<file path="config.mk">
export PLATFORM = sky130hd
export DESIGN_NAME = micro_hash_round
export DESIGN_NICKNAME = d
export VERILOG_FILES = /design/src/rtl/micro_hash_pkg.sv /design/src/rtl/micro_hash_round.sv
export SDC_FILE = /design/constraint.sdc
export NUM_CORES = 1
export LEC_CHECK = 0
export CORE_UTILIZATION = 36
export DETAILED_ROUTE_END_ITERATION = 8
export GPL_TIMING_DRIVEN = 1
export PLACE_DENSITY = 0.92
export REMOVE_ABC_BUFFERS = 1
export SLEW_MARGIN = 10
export SYNTH_ARGS = -nofsm -noshare
export SYNTH_HDL_FRONTEND = slang
export SYNTH_SLANG_ARGS = --single-unit
</file>
<file path="constraint.sdc">
create_clock -name vclk -period 6.1
set_input_delay 0.61 -clock vclk [all_inputs]
set_output_delay 0.61 -clock vclk [all_outputs]
set_load 0.02 [all_outputs]
</file>
<file path="src/rtl/micro_hash_pkg.sv">
// micro_hash_pkg: shared definition of the 24-bit micro-hash.
// Holds the initial hash words, round constants, round count, the checker FSM
// state type and the single-round function. The miner's hash core and the
// nonce checker both import this package, so the hash is defined only here.
package micro_hash_pkg;

    localparam int unsigned BYTE_W   = 8;
    localparam int unsigned ROUNDS   = 32;
    localparam int unsigned K_SWITCH = 16;

    localparam logic [7:0] H_INIT0 = 8'h01;
    localparam logic [7:0] H_INIT1 = 8'h89;
    localparam logic [7:0] H_INIT2 = 8'hFE;
    localparam logic [7:0] K_LO    = 8'h99;
    localparam logic [7:0] K_HI    = 8'hA1;

    typedef enum logic [1:0] {
        StIdle  = 2'd0,
        StRound = 2'd1,
        StDone  = 2'd2
    } state_e;

    // One compression round. h = {H0,H1,H2}, wi = schedule byte, i = round index.
    // Returns the next {H0,H1,H2}; all arithmetic wraps mod 256.
    function automatic logic [23:0] hash_round(input logic [23:0] h,
                                               input logic [7:0]  wi,
                                               input logic [4:0]  i);
        logic [7:0] h0, h1, h2, k, x, t;
        h0 = h[23:16];
        h1 = h[15:8];
        h2 = h[7:0];
        // Rounds 0..16 inclusive use the low constant and mix H1/H2.
        if (i <= 5'(K_SWITCH)) begin
            k = K_LO;
            x = h1 ^ h2;
        end else begin
            k = K_HI;
            x = h0 ^ h1;
        end
        t = x + k + wi;
        return {h1 ^ t, {h2[6:0], h2[7]}, 8'(h0 + t)};
    endfunction

endpackage

</file>
<file path="src/rtl/micro_hash_round.sv">
// micro_hash_round: combinational micro-hash round plus message-window feedback.
// Ports:
//   h_i      current {H0,H1,H2}
//   w0_i     schedule byte used by this round (window slot 0)
//   w2_i, w7_i, w13_i  window slots feeding the next schedule byte
//   round_i  round index 0..31
//   h_o      next {H0,H1,H2}
//   w_fb_o   byte shifted into window slot 15
module micro_hash_round
    import micro_hash_pkg::*;
(
    input  logic [23:0] h_i,
    input  logic [7:0]  w0_i,
    input  logic [7:0]  w2_i,
    input  logic [7:0]  w7_i,
    input  logic [7:0]  w13_i,
    input  logic [4:0]  round_i,
    output logic [23:0] h_o,
    output logic [7:0]  w_fb_o
);

    assign h_o    = hash_round(h_i, w0_i, round_i);
    assign w_fb_o = w13_i | (w7_i ^ w2_i);

endmodule

</file>
# == After elaboration in Yosys (flattened, before gate mapping) ==
# Index checks and enable logic that the tools add are counted.
# op_classes
bitwise,5
mux,2
n_lt_le_gt_ge,1
n_addsub,3
# ops
cell,count
$xor 8x8->8,4
$add 8x8->8,3
$mux 8,1
$or 8x8->8,1
$mux 6,1
$le 5x5->1 const B,1
# word_totals
output_inout_bits,32
word_cells,11
inputBits,61
register_bits,0

# == Longest topological paths before layout ==
# Gate-level depths: netlist (run 1).
# depth
depth_word,5
depth_mapped,16
depth_no_buf,15

# == Least setup slack after synthesis (run 1) ==
# No wires, ideal clock.
# synth_timing
path_type,input port to output port
start,input port round_i[3]
end,output port h_o[7]
slack_ps,1662
t_required_ps,5490
stages,15
n_path_buf,1
arrival_ps,3828
path_cell_list,o41ai_2 buf_6 mux2i_1 xnor2_1 ha_1 ha_1 fa_1 a21o_1 a21oi_1 xnor2_1 ha_1 o21ai_0 nand2b_1 a31oi_1 xor3_1
# synth_via
elab_chain_len,5
elab_cells_between_ends,6
classes_between,add/sub: 3; order compare: 1; mux: 2
# synth_rtl
item,line,text
"start, declared",micro_hash_round.sv:17,"input logic [4:0] round_i,"
$le 5x5->1 *,micro_hash_pkg.sv:33,if (i <= 5'(K_SWITCH)) begin
$mux 8 / $mux 6 (equally long branches),micro_hash_pkg.sv:33,
$add 8x8->8 * (2 in series),micro_hash_pkg.sv:40,t = x + k + wi;
$add 8x8->8 *,micro_hash_pkg.sv:41,"return {h1 ^ t, {h2[6:0], h2[7]}, 8'(h0 + t)};"
"end, declared",micro_hash_round.sv:18,"output logic [23:0] h_o,"
# Mark *: on every way between the ends. The rest lies on a longest branch, timed or not.

# == Worst setup path after layout (run 1) ==
# Ends and elaborated chain as after synthesis.

==> results of run 1 <==
-- layer usage --
metal  global-route usage  part of all wire  up-vias
met3              0.00698             0.035        8
met4               0.0453             0.025        0
met2                0.425              0.58       38
met5                    0                 0        -
met1                0.198              0.36      527
li1                     -                 -      556
-- power groups by stage --
| stage | sequential (µW) | combinational, µW | clock [µW] |
|---|---|---|---|
| 2_1_floorplan | 0 | 371 | 0 |
| 3_3_place_gp | 0 | 628 | 0 |
| 3_5_place_dp | 0 | 648 | 0 |
| 4_1_cts | 0 | 651 | 0 |
| 5_1_grt | 0 | 693 | 0 |
| 6_report | 0 | 651 | 0 |
-- cells in the final DEF (no fill, tap or decap), types with 3 or more instances in the layout --
master,count
a21oi_1,8
clkdlybuf4s50_1,93
xnor2_1,25
nand2b_1,9
inv_1,10
a21o_1,4
fa_1,5
ha_1,17
xor2_1,10
mux2i_1,8
o21bai_1,3
-- through the flow --
step	hold WS (ns)	utilization	instances	worst slack [ns]	power, µW
floorplan	1.22	-	108	1.11	371
global placement	2.19	0.709	233	0.641	628
detailed placement	2.19	0.709	233	0.346	648
CTS	2.19	0.709	233	0.331	651
global route	2.19	0.709	233	0.117	693
finish	2.19	0.709	233	0.323	651
-- cell families after synthesis --
group | synth area share
multiplexers | 0.0763
adder cells (fa/ha/maj) | 0.298
AND/OR/NAND/NOR | 0.0620
AO/OA/AOI/OAI | 0.124
XOR/XNOR | 0.336
buffers and inverters | 0.104
-- cell type report --
class / instances / area, µm²
inverter: 10 / 37.5
multi-input combinational: 98 / 941
tap: 31 / 38.8
timing repair buffer: 94 / 938
fill: 207 / 802
-- worst max-delay path by stage --
stage / startpoint / to / slack [ns] / depth (start not counted)
2_1_floorplan: round_i[3] / h_o[7] / 1.11 / 14
3_3_place_gp: round_i[3] / h_o[7] / 0.64 / 17
3_5_place_dp: round_i[3] / h_o[7] / 0.35 / 17
4_1_cts: round_i[3] / h_o[7] / 0.33 / 17
5_1_grt: round_i[3] / h_o[7] / 0.12 / 17
6_report: round_i[3] / h_o[7] / 0.32 / 17
==> out/qor.txt, run 1 <==
status: finished, final reports clean
Worst Hold Launch: h_i[0]
Mapped Avg Cell Area: 8.97 µm²
Inserted Diodes: 0
Clock power frac: 0
Switching Share: 0.490
final sequential cell count: 0
Final nets: 287
Placer Congestion: 0.803
Placed Area: 0.00196 mm²
Leakage: 0.000857 µW
Synth-to-Final Area Change: 86.3%
Peak Freq: 0.173 GHz
Logic pwr share: 1.000
Die H: 56 µm
Synth area leaders: xnor2_1 (21%), ha_1 (20%), fa_1 (9.5%)
crit path time final: 5.78 ns
endpoints failing setup: 0
CLK BUF: 0
Internal Power: 332 µW
setup TNS: 0 ns
Synth top area share: 0.209
RSZ-0062 raised after global routing: no
max-slew violation count: 0
count leader, synth: xnor2_1
CP Class: input pin to primary output
worst min-delay path class: input pin to primary output
PD cells: 333 mW/mm²
worst path bufs/invs: 3
GR Util All Layers: 0.196
crit-path most repeated cell: ha_1
post-route clock period utilization: 0.947
Hold Path Stages: 2
post-synthesis cell type count: 20
gr ovfl total: 0
sequential area share after synthesis: 0
routed wire length: 3.14 mm
max_slew headroom: 0.773
Hold Vio Cnt, Final: 0
vias in the first global route: 1,216
CORE AREA: 0.00276 mm²
Die W: 56 µm
Seq pwr share: 0
cell taking the most area after synthesis: xnor2_1
Final ANT Viol Nets: 0
nature of the critical path endpoint: primary output
hold buffer count at cts: 0
top cells by count, synth: xnor2_1 (25), ha_1 (17), inv_1 (10), xor2_1 (10), nand2b_1 (9)
post-detailed-route wirelength per cell: 13.5 µm
max_cap viols: 0
Initial Util: 0.381
initial antenna violation count: 0
design area: 0.00196 mm²
Post-CTS Resized: 0
First-pass DRT Iterations: 4
WP data required: 5.49 ns
FP Rows: 19
peak supply drop: 0.328 mV
HPWL after detailed placement: 2.90 mm
total via count in the routed design: 1,129
max incr delay on CP: 0.56 ns
Iteration-0 DRC Markers: 18
setup bufs post-CTS: 0
Sequential Area: 0 µm²
layout cells sized above 1: 0.00990
CP top delay family: buffers and inverters
via/cell ratio: 4.85
Data arrival, critical path: 5.17 ns
# IOs: 93
largest net degree at the start of global routing: 11
die area: 0.00314 mm²
hold path endpoint: h_o[9]
Yosys warnings: 0
net switching power: 319 µW
Mapped Area: 0.00105 mm²
Port Buffers: 93
CP Max Fanout: 10
Worst Setup Start Kind: input pin
critical path's slowest cell: clkdlybuf4s50_1
first-pass GRT wire length: 5.06 mm
Worst Tran Pin Value: 0.338 ns
Gate Count Post-Synth: 117
critical path cell sequence: clkdlybuf4s50_1, o41ai_2, buf_4, mux2i_1, xnor2_1, ha_1, ha_1, fa_1, a21o_1, a21oi_1, xnor2_1, ha_1, nor3_1, o21ai_0, a31oi_1, xor3_1, clkdlybuf4s50_1
# DRC: 0
(Power assumes the default switching activity.)
==> run 2, diff against run 1 <==
--- a/config.mk
+++ b/config.mk
@@ -10,6 +10,7 @@
 export GPL_TIMING_DRIVEN = 1
 export PLACE_DENSITY = 0.92
 export REMOVE_ABC_BUFFERS = 1
+export SKIP_LAST_GASP = 1
 export SLEW_MARGIN = 10
 export SYNTH_ARGS = -nofsm -noshare
 export SYNTH_HDL_FRONTEND = slang
==> results of run 2 <==
The final DEF is identical to that of run 1; final timing and power are the same.
==> run 3, diff against run 2 <==
--- a/config.mk
+++ b/config.mk
@@ -5,13 +5,13 @@
 export SDC_FILE = /design/constraint.sdc
 export NUM_CORES = 1
 export LEC_CHECK = 0
+export CORE_MARGIN = 3
 export CORE_UTILIZATION = 36
 export DETAILED_ROUTE_END_ITERATION = 8
 export GPL_TIMING_DRIVEN = 1
 export PLACE_DENSITY = 0.92
 export REMOVE_ABC_BUFFERS = 1
 export SKIP_LAST_GASP = 1
-export SLEW_MARGIN = 10
 export SYNTH_ARGS = -nofsm -noshare
 export SYNTH_HDL_FRONTEND = slang
 export SYNTH_SLANG_ARGS = --single-unit
==> out/qor.txt, run 3 (same netlist as run 1, synthesis figures left out) <==
max-slew violation count: 0 (unchanged)
first-pass GRT wire length: 5.31 mm (+4.9%)
max_slew headroom: 0.756 (-0.0178)
Die W: 60 µm (+7.1%)
Worst Tran Pin Value: 0.364 ns (+0.0265 ns)
CORE AREA: 0.00261 mm² (-5.3%)
worst setup margin: 0.443 ns (+0.120 ns)
setup TNS: 0 ns (unchanged)
Worst Setup Start Kind: input pin
# DRC: 0 (unchanged)
Worst Setup SP: round_i[3]
commonest cells after routing, fill and taps aside: clkdlybuf4s50_1 (93), xnor2_1 (25), ha_1 (17)
most common cell after layout, fill and taps aside: clkdlybuf4s50_1
GR Util All Layers: 0.188 (-0.00808)
nature of the critical path endpoint: primary output
Sequential Area: 0 µm² (unchanged)
CP Class: input pin to primary output
Peak Freq: 0.177 GHz (+2.1%)
layout cells sized above 1: 0.00990 (unchanged)
PD cells: 333 mW/mm² (about the same)
peak supply drop: 0.357 mV (+8.8%)
hold path endpoint: h_o[8]
# IOs: 93 (unchanged)
Data arrival, critical path: 5.05 ns (-0.12 ns)
First-pass DRT Iterations: 4 (unchanged)
vias in the first global route: 1,224 (+0.66%)
WP data required: 5.49 ns (about the same)
routed wire length: 3.45 mm (+9.6%)
Tot Pwr: 650 µW (-0.15%)
Final nets: 287 (unchanged)
Initial Util: 0.402 (+0.0211)
final sequential cell count: 0 (unchanged)
Die H: 60 µm (+7.1%)
Worst Hold Launch: h_i[7]
worst min-delay path class: input pin to primary output
Iteration-0 DRC Markers: 27 (+9)
via/cell ratio: 4.84 (about the same)
Port Buffers: 93 (unchanged)
initial antenna violation count: 0 (unchanged)
Hold Path Stages: 2 (unchanged)
endpoints failing setup: 0 (unchanged)
CP Max Fanout: 10 (unchanged)
HPWL after detailed placement: 3.22 mm (+11%)
Placer Congestion: 0.876 (+9.1%)
FP Rows: 18 (-1)
Final ANT Viol Nets: 0 (unchanged)
hold buffer count at cts: 0 (unchanged)
post-layout util: 0.748 (+0.0389)
Post-CTS Resized: 0 (unchanged)
gr ovfl total: 0 (unchanged)
setup bufs post-CTS: 0 (unchanged)
total via count in the routed design: 1,124 (-0.44%)
Synth-to-Final Area Change: 86.2% (about the same)
Hold Vio Cnt, Final: 0 (unchanged)
status: finished, final reports clean
post-route clock period utilization: 0.927 (-0.0196)
crit path time final: 5.66 ns (-0.120 ns)
largest net degree at the start of global routing: 11 (unchanged)
max_cap viols: 0 (unchanged)
WHS: 2.20 ns (+0.00710 ns)
die area: 0.00360 mm² (+15%)
post-detailed-route wirelength per cell: 14.8 µm (+10%)
RSZ-0062 raised after global routing: no
CLK BUF: 0 (unchanged)
Inserted Diodes: 0 (unchanged)
Leakage: 0.000857 µW (unchanged)
pre-CTS WS: 0.436 ns (+0.0897 ns)
[run 3: cell counts in the layout (fill, tap and decap cells not counted)]
No cell type changed its count.
[run 3: where the power goes]
part           total, µW  switching, µW  internal [µW]
clock                  0              0              0
sequential             0              0              0
combinational        650            319            331
[run 3: worst max path at each step]
stage | slack (ns) | endpoint | cells after the start
after global placement | 0.65 | h_o[7] | 17
final | 0.44 | h_o[7] | 17
after CTS | 0.42 | h_o[7] | 17
after floorplan | 1.11 | h_o[7] | 14
after detailed placement | 0.44 | h_o[7] | 17
after global routing | 0.19 | h_o[7] | 17
[run 3: metrics by stage]
step	instances	cell area, µm²
finish	232	1950
global route	232	1950
CTS	232	1950
detailed placement	232	1950
global placement	232	1950
floorplan	108	978
[run 3: per-layer routing]
metal  vias to the layer above  share of wire  global-route usage
met5                         -              0                   0
met4                         0         0.0055             0.00949
met3                         2          0.040             0.00648
met2                        36           0.60               0.400
met1                       524           0.36               0.209
li1                        562              -                   -
[run 3: cell type report]
| cell class | count | area [µm²] |
|---|---|---|
| Tap cell | 30 | 37.5 |
| Timing Repair Buffer | 94 | 938 |
| Fill cell | 187 | 658 |
| Multi-Input combinational cell | 98 | 941 |
| Inverter | 10 | 37.5 |
[run 3: worst max-delay path: stages]
cell             delay (ns)
clkdlybuf4s50_1        0.41
o41ai_2                0.35
buf_4                  0.27
mux2i_1                0.24
xnor2_1                0.15
ha_1                   0.25
ha_1                   0.22
fa_1                   0.40
a21o_1                 0.20
a21oi_1                0.24
xnor2_1                0.20
ha_1                   0.32
o21ai_0                0.10
nand2b_1               0.09
a31oi_1                0.20
xor3_1                 0.24
clkdlybuf4s50_1        0.55
